$ cat src/rtl/ifetch_queue_pkg.sv
// Shared defaults for the instruction-fetch front-end. The widths here must track
// the instruction word encoding used by the core.
package ifetch_queue_pkg;

  localparam int IFQ_INSTR_W  = 16;
  localparam int IFQ_ADDR_W   = 8;
  localparam int IFQ_RESET_PC = 0;
  localparam int IFQ_DEPTH    = 4;

  // Width of a counter that must represent 0..depth inclusive.
  function automatic int cnt_w(input int depth);
    return $clog2(depth) + 1;
  endfunction

endpackage

$ cat src/rtl/ifetch_queue_sync_fifo.sv
// Single-clock FIFO with push/pop/flush. DEPTH must be a power of two so the
// pointers wrap naturally. Head data is read combinationally from registered storage.
module sync_fifo
  import ifetch_queue_pkg::*;
#(
  parameter int WIDTH = 8,
  parameter int DEPTH = 4
) (
  input  logic                      clk,
  input  logic                      reset,
  input  logic                      push,
  input  logic [WIDTH-1:0]          push_data,
  input  logic                      pop,
  input  logic                      flush,
  output logic [WIDTH-1:0]          head_data,
  output logic                      full,
  output logic                      empty,
  output logic [cnt_w(DEPTH)-1:0]   count
);

  localparam int AW = $clog2(DEPTH);
  localparam int CW = cnt_w(DEPTH);

  logic [WIDTH-1:0] mem [DEPTH];
  logic [AW-1:0]    rd_ptr;
  logic [AW-1:0]    wr_ptr;
  logic             do_push;
  logic             do_pop;

  assign empty     = (count == '0);
  assign full      = (count == CW'(DEPTH));
  assign do_pop    = pop && !empty;
  assign do_push   = push && (!full || do_pop);
  assign head_data = mem[rd_ptr];

  // NOTE: the storage array is deliberately not reset; count/pointers define what
  // is valid, and leaving the array out of reset keeps it a plain RAM.
  always_ff @(posedge clk) begin
    if (do_push) mem[wr_ptr] <= push_data;
  end

  // NOTE: sequential state uses non-blocking assignments only, so every flop
  // samples pre-edge values regardless of evaluation order.
  always_ff @(posedge clk) begin
    if (!reset || flush) begin
      rd_ptr <= '0;
      wr_ptr <= '0;
      count  <= '0;
    end else begin
      if (do_push) wr_ptr <= wr_ptr + AW'(1);
      if (do_pop)  rd_ptr <= rd_ptr + AW'(1);
      count <= count + CW'(do_push) - CW'(do_pop);
    end
  end

endmodule

$ cat src/rtl/ifetch_queue.sv
// Instruction fetch front-end: owns the fetch PC, issues credit-limited sequential
// requests, buffers in-order responses and drops stale ones after a redirect.
module ifetch_queue
  import ifetch_queue_pkg::*;
#(
  parameter int ADDR_W   = IFQ_ADDR_W,
  parameter int INSTR_W  = IFQ_INSTR_W,
  parameter int DEPTH    = IFQ_DEPTH,
  parameter int RESET_PC = IFQ_RESET_PC
) (
  input  logic               clk,
  input  logic               reset,
  output logic               imem_req_valid,
  input  logic               imem_req_ready,
  output logic [ADDR_W-1:0]  imem_req_addr,
  input  logic               imem_rsp_valid,
  input  logic [INSTR_W-1:0] imem_rsp_data,
  output logic               instr_valid,
  input  logic               instr_ready,
  output logic [INSTR_W-1:0] instr_data,
  output logic [ADDR_W-1:0]  instr_pc,
  input  logic               redirect_valid,
  input  logic [ADDR_W-1:0]  redirect_pc
);

  localparam int CW = cnt_w(DEPTH);
  localparam int EW = INSTR_W + ADDR_W;

  logic [ADDR_W-1:0] fetch_pc;
  logic [CW-1:0]     outstanding;
  logic [CW-1:0]     drop_cnt;
  logic              active;

  logic              credit_ok;
  logic              req_fire;
  logic              rsp_keep;
  logic              instr_pop;
  logic [CW-1:0]     fifo_count;
  logic              fifo_empty;
  logic [EW-1:0]     fifo_head;
  logic [ADDR_W-1:0] pcq_head;

  logic              unused_fifo_full;
  logic              unused_pcq_full;
  logic              unused_pcq_empty;
  logic [CW-1:0]     unused_pcq_count;

  // Every request in flight already owns a FIFO slot, so responses need no ready.
  assign credit_ok      = ({1'b0, fifo_count} + {1'b0, outstanding}) < (CW+1)'(DEPTH);
  assign imem_req_valid = reset && active && !redirect_valid && credit_ok;
  assign imem_req_addr  = fetch_pc;
  assign req_fire       = imem_req_valid && imem_req_ready;
  assign rsp_keep       = imem_rsp_valid && (drop_cnt == '0);

  assign instr_valid = !fifo_empty;
  assign instr_pop   = instr_valid && instr_ready && !redirect_valid;
  assign instr_data  = instr_valid ? fifo_head[EW-1 -: INSTR_W] : '0;
  assign instr_pc    = instr_valid ? fifo_head[ADDR_W-1:0] : '0;

  always_ff @(posedge clk) begin
    if (!reset) begin
      fetch_pc    <= ADDR_W'(RESET_PC);
      outstanding <= '0;
      drop_cnt    <= '0;
      active      <= 1'b0;
    end else begin
      active      <= 1'b1;
      outstanding <= outstanding + CW'(req_fire) - CW'(imem_rsp_valid);
      if (redirect_valid) begin
        fetch_pc <= redirect_pc;
        // Everything still in flight after this cycle predates the redirect.
        drop_cnt <= outstanding - CW'(imem_rsp_valid);
      end else begin
        if (req_fire) fetch_pc <= fetch_pc + ADDR_W'(1);
        if (imem_rsp_valid && (drop_cnt != '0)) drop_cnt <= drop_cnt - CW'(1);
      end
    end
  end

  sync_fifo #(.WIDTH(EW), .DEPTH(DEPTH)) u_instr_fifo (
    .clk       (clk),
    .reset     (reset),
    .push      (rsp_keep),
    .push_data ({imem_rsp_data, pcq_head}),
    .pop       (instr_pop),
    .flush     (redirect_valid),
    .head_data (fifo_head),
    .full      (unused_fifo_full),
    .empty     (fifo_empty),
    .count     (fifo_count)
  );

  // Request PCs are never flushed: entries track outstanding, stale or not.
  sync_fifo #(.WIDTH(ADDR_W), .DEPTH(DEPTH)) u_pc_queue (
    .clk       (clk),
    .reset     (reset),
    .push      (req_fire),
    .push_data (fetch_pc),
    .pop       (imem_rsp_valid),
    .flush     (1'b0),
    .head_data (pcq_head),
    .full      (unused_pcq_full),
    .empty     (unused_pcq_empty),
    .count     (unused_pcq_count)
  );

endmodule

$ cat config.mk
export PLATFORM = sky130hd
export DESIGN_NAME = ifetch_queue
export DESIGN_NICKNAME = d
export VERILOG_FILES = /design/src/rtl/ifetch_queue_pkg.sv /design/src/rtl/ifetch_queue_sync_fifo.sv /design/src/rtl/ifetch_queue.sv
export SDC_FILE = /design/constraint.sdc
export NUM_CORES = 1
export LEC_CHECK = 0
export BUFFER_PORTS_ARGS = -buffer_cell sky130_fd_sc_hd__buf_2
export CAP_MARGIN = 10
export CORE_ASPECT_RATIO = 1.25
export CORE_MARGIN = 2
export CORE_UTILIZATION = 59
export DETAILED_ROUTE_END_ITERATION = 12
export GPL_TIMING_DRIVEN = 0
export PLACE_DENSITY = 0.77
export SETUP_SLACK_MARGIN = 0.1
export SYNTH_ARGS = -nofsm -noshare
export SYNTH_HDL_FRONTEND = slang
export SYNTH_SLANG_ARGS = --single-unit
$ cat constraint.sdc
create_clock -name clk -period 3.11 [get_ports clk]
set_input_delay 0.933 -clock clk [delete_from_list [all_inputs] [get_ports clk]]
set_output_delay 0.933 -clock clk [all_outputs]
set_load 0.02 [all_outputs]
* Word-level counts from Yosys, hierarchy flattened
Memories as Yosys holds them, arrays and structs flattened. A register that Yosys moved wholly into a read port is not among the register bits. Index checks and enable logic that the tools add are counted.
Cells by class: add/subtract/negate cells 14, bitwise gates (word level) 0, divide/modulo/power cells 0, muxes and demuxes 15, eq/ne operators 2, order comparisons 1, reductions and logical operators 27, multiply operators 0, shift operators 0
Operators by type and width (number):
- two-way mux 8 bit | 3
- two-way mux 16 bit | 1
- logical AND 1 bit | 12
- subtractor 3 x 1 -> 3 bit | 4
- adder 3 x 1 -> 3 bit | 3
- logical NOT 3 bit | 3
- adder 2 x 1 -> 2 bit, second input constant | 4
- adder 8 x 1 -> 8 bit, second input constant | 1
- two-way mux 2 bit | 4
- == test 3 bit, second input constant | 2
- logical NOT 1 bit | 6
- two-way mux 3 bit | 2
- two-way mux 1 bit | 5
- adder 3 x 3 -> 4 bit | 1
- less-than comparator 4 x 3 -> 1 bit, second input constant | 1
- nonzero test 2 bit | 2
- logical OR 1 bit | 3
- nonzero test 3 bit | 1
- subtractor 3 x 1 -> 3 bit, second input constant | 1
Word-level totals: output and inout bits 34, memory bits (read-only) 0, bits in latches 0, register bits 29, memory bits (writable) 128, memories 2, bits of input ports 30
Memory list:
- u_instr_fifo.mem | words 4, bits a word 24, rd ports 1, clocked after Yosys merged registers in 1, wr ports 1, RTL line ifetch_queue_sync_fifo.sv:24 | logic [WIDTH-1:0] mem [DEPTH];
- u_pc_queue.mem | words 4, bits a word 8, rd ports 1, clocked after Yosys merged registers in 1, wr ports 1, RTL line ifetch_queue_sync_fifo.sv:24

* Logic depth before layout (Yosys ltp)
depth in word-level cells 9, depth in mapped cells 12, gate-level depth less buffers 11

* Hierarchy
From an unflattened synthesis, not the netlist that was laid out.
Unflattened totals: cell total of the unflattened synthesis 402, area, all modules 6671.4 sq um
By module, submodules not included:
- sync_fifo at u_instr_fifo | times used 1, seq. area each 3062.9 sq um, cells each 176, area an instance 3931.3 sq um
- sync_fifo at u_pc_queue | times used 1, seq. area each 1141.1 sq um, cells each 92, area an instance 1631.6 sq um
- ifetch_queue | times used 1, seq. area each 300.3 sq um, cells each 134, area an instance 1108.6 sq um

* Worst setup path before layout
No wires, ideal clock.
path type input port to flip-flop, start in redirect_valid, end mem u_instr_fifo.mem[1][0] in the netlist's numbering, enable pin, path slack 0.475 ns, path buffers 0, cell stages on the path 3, required time 2.727 ns, arrival time 2.252 ns, cells stage by stage nand2b_1 > a311oi_2 > and2_1
On the way: longest elaborated chain between the ends 7
RTL lines:
- start, declared | RTL line ifetch_queue.sv:22 | input logic redirect_valid,
- logical NOT 1 bit | RTL line ifetch_queue.sv:56 | assign instr_pop = instr_valid && instr_ready && !redirect_valid;
- logical AND 1 bit | RTL line ifetch_queue.sv:56
- logical AND 1 bit | RTL line ifetch_queue_sync_fifo.sv:32 | assign do_pop = pop && !empty;
- logical OR 1 bit | RTL line ifetch_queue_sync_fifo.sv:33 | assign do_push = push && (!full || do_pop);
- logical AND 1 bit | RTL line ifetch_queue_sync_fifo.sv:33
- via u_instr_fifo.do_push | RTL line ifetch_queue_sync_fifo.sv:27 | logic do_push;
- two-way mux 1 bit | RTL line ifetch_queue_sync_fifo.sv:39 | if (do_push) mem[wr_ptr] <= push_data;
- two-way mux 1 bit (implied by the code) | RTL line ifetch_queue_sync_fifo.sv:39
- end, declared | RTL line ifetch_queue_sync_fifo.sv:24
The timed path passes the listed nets, and every way through them passes these cells.

==> metrics.md <==
| Metric | Value |
|---|---|
| Final hold vios | `0` |
| Initial core utilization | `0.599` |
| Global route total overflow | `0` |
| Clock Latency Late Sink | `between 400 and 500 ps` |
| Sequential share of the synthesized area | `0.685` |
| Critical path fanouts, max | `10` |
| Drt drc | `0` |
| GR Layer Usage met3 | `0.0557` |
| Largest net degree at the start of global routing | `25` |
| Setup Crit Path Kind | `register to output port` |
| Max-slew headroom | `0.193` |
| Fin crit share | `0.943` |
| Clk slew on worst S/H paths | `60 ps` |
| Worst-Margin Slew | `1210 ps` |
| Hold path startpoint | `u_pc_queue.wr_ptr[1]` |
| Core ar. | `11000 µm²` |
| Total Routed Length | `12.0 mm` |
| Setup ws final | `179 ps` |
| Max Clock Freq | `about 340 MHz` |
| First-pass DRT Iterations | `4` |
| Commonest non-fill, non-tap cell in the layout | `edfxtp_1` |
| Clock group share of total power | `0.394` |
| Unrepaired setup endpoints after global routing | `false` |
| Vias in the first global route | `around 3600` |
| Post-CTS Setup Bufs | `0` |
| Worst Hold Endpoint | `u_pc_queue.wr_ptr[1]` |
| Gr busiest metal | `met2` |
| Drt wl/cell | `19.4 µm` |
| Syn. warnings | `0` |
| CTS max path bufs | `2` |
| Die Wd | `98.4 µm` |
| Async S/R FF share, synth | `0` |
| Layout area overhead | `18.4%` |
| Crit. End Element | `output port` |
| Synth Cell Area | `around 6600 µm²` |
| LEAKAGE | `0.00278 µW` |
| Number of DRC markers in iteration 0 | `161` |
| CTS Root Cell | `clkbuf_16` |
| FILL cells | `719` |
| R2R Path Start | `drop_cnt[0]` |
| Layout Skew | `between 6 and 7 ps` |
| Vias/cell | `5.75` |
| Final min period | `2930 ps` |
| CP Launch Type | `register` |
| Tot GR Track Use | `0.206` |
| HP Class | `register to register` |
| Flop pwr share | `0.479` |
| Via count | `3562` |
| Final ANT Viol Nets | `0` |
| Num CTS Buffers | `17` |
| Syn_area_per_cell | `16.9 µm²` |
| RR Endpoint | `u_instr_fifo.mem[0][2]` |
| Full die area | `12000 µm²` |
| CTS tree | `built` |
| Reg2reg path depth | `5` |
| Post-synth cell types | `39` |
| Internal | `4120 µW` |
| CTS HTree Levels | `4` |
| Top-area cell type share of the netlist area | `0.585` |
| Largest area contributor in the netlist | `edfxtp_1` |
| Hold Path Depth | `2` |
| Flops & latches, synth | `approximately 160` |
| R2r setup slk | `390 ps` |
| M1 GR Usage | `0.244` |
| Pwr Density | `approximately 690 nW/µm²` |
| EDFF count, synth | `around 130` |
| Sw power | `1240 µW` |
| Final core occ | `0.709` |
| Hold slack | `502 ps` |
| Diodes inserted | `0` |
| Global-route wire length before repair | `18.4 mm` |
| Main synth FF type | `edfxtp_1` |
| Comb pwr share | `0.126` |
| Die Height | `between 100 and 150 µm` |
| Final GP Congestion | `0.774` |
| Total clock sinks | `161` |
| Io pins | `between 60 and 70` |
| VDD IR max | `0.000382 V` |
| Top cells by area, synth | `edfxtp_1 (58%), mux4_2 (11%), dfxtp_1 (10%)` |
| Max-cap viol count | `0` |
| Worst path required time | `2180 ps` |
| Pre-CTS WS | `-238 ps` |
| Status | `completed` |
| GR Util met2 | `0.363` |
| Most frequent cells in the layout | `edfxtp_1 (128), buf_2 (65), dfxtp_1 (33)` |
| Fin nets | `527` |
| Switching share of power | `0.231` |
| I/O Buffers | `63` |
| Layout cells sized above 1 | `0.289` |
| DP HPWL | `7.58 mm` |
| Antenna violations before repair | `0` |
| Syn Nets | `442` |
| Core Rows | `43` |
| Syn Inst Count | `roughly 390` |
| Max Slew Vio Count | `0` |
| Data arrival time of the worst path | `2000 ps` |
| # setup viols final | `0` |
logic make-up (layout without fill, tap and decap cells):
kind of cell / count (synthesis) / count (layout) / share of synthesized area
flops: 161 / 161 / 0.685
simple gates: 89 / 89 / 0.0754
buf+inv: 40 / 137 / 0.0249
mux: 35 / 35 / 0.114
compound gates: 26 / 26 / 0.0335
fa+ha+maj: 24 / 24 / 0.0491
xor+xnor: 13 / 13 / 0.0173
power groups by stage:
stage | Combinational [µW] | Clock [µW] | Sequential (µW)
after floorplan | 493 | 0 | 2600
after global placement | 646 | 0 | 2600
after detailed placement | 681 | 0 | 2610
after CTS | 688 | 2140 | 2570
after global routing | 755 | 2230 | 2590
final | 677 | 2120 | 2570
synth_stat cells, drive strengths merged, types with 3 or more instances:
library cell / instances
a21oi: 3
dfxtp: 33
nor2b: 25
inv: 24
buf: 8
and2: 12
nor2: 17
xor2: 5
a32oi: 4
clkbuf: 8
edfxtp: 128
and3: 3
mux4: 32
a31oi: 4
mux2i: 3
nand2: 6
nand3: 10
ha: 21
nor3: 4
a211oi: 3
fa: 3
or3: 5
xnor2: 8
metrics by stage:
step	cells	total power (µW)	TNS (ps)	instance area, µm²
floorplan	388	3090	0	6570
global placement	586	3250	-19360	7060
detailed placement	586	3300	-20930	7060
CTS	617	5400	0	7690
global route	620	5570	0	7780
finish	620	5360	0	7780
worst max-delay path, stage by stage, from the launching register on:
cell and delay, ps:
dfxtp_1 310, clkbuf_4 210, buf_8 190, mux4_2 540, nor2b_1 160, buf_2 170
routing by layer:
metal  wire length, µm  up-vias
met1              4850     1806
met4                57        0
met3               515        4
li1                  -     1650
met5                 0        -
met2              6590      102
sequential cells by signal, summed over array words and instances, names as in the netlist, named ones only:
| register | count |
|---|---|
| u_pc_queue.wr_ptr | 2 |
| u_instr_fifo.rd_ptr | 2 |
| imem_req_addr | 8 |
| drop_cnt | 3 |
| u_pc_queue.count | 3 |
| u_instr_fifo.mem | 96 |
| active | 1 |
| u_pc_queue.mem | 32 |
| u_pc_queue.rd_ptr | 2 |
| outstanding | 3 |
| u_instr_fifo.count | 3 |
| u_instr_fifo.wr_ptr | 2 |
worst max-delay path by stage:
stage                   start                       to  slack, ps  cells after the start
2_1_floorplan  redirect_valid   u_instr_fifo.mem[1][0]        470                      3
3_3_place_gp   redirect_valid  u_instr_fifo.mem[0][22]       -220                      4
3_5_place_dp   redirect_valid  u_instr_fifo.mem[3][22]       -240                      4
4_1_cts              register              instr_pc[3]        100                      5
5_1_grt              register           instr_data[11]        100                      5
6_report             register           instr_data[11]        180                      5
cell type report:
cell class | instances | area, µm² | share of cell area
multi-input combinational | 187 | 1910 | 0.246
sequential | 161 | 4500 | 0.579
timing repair buffer | 66 | 398 | 0.0511
buffer | 16 | 108 | 0.0138
tap | 135 | 169 | 0.0217
clock buffer | 18 | 429 | 0.0552
clock inverter | 13 | 169 | 0.0217
inverter | 24 | 90.1 | 0.0116
repair_timing:
action,CTS,global route
resized for setup,12,5
hold buffers,0,0
cloned,0,0
setup endpoints to repair,25,18
(Power assumes the default switching activity.)
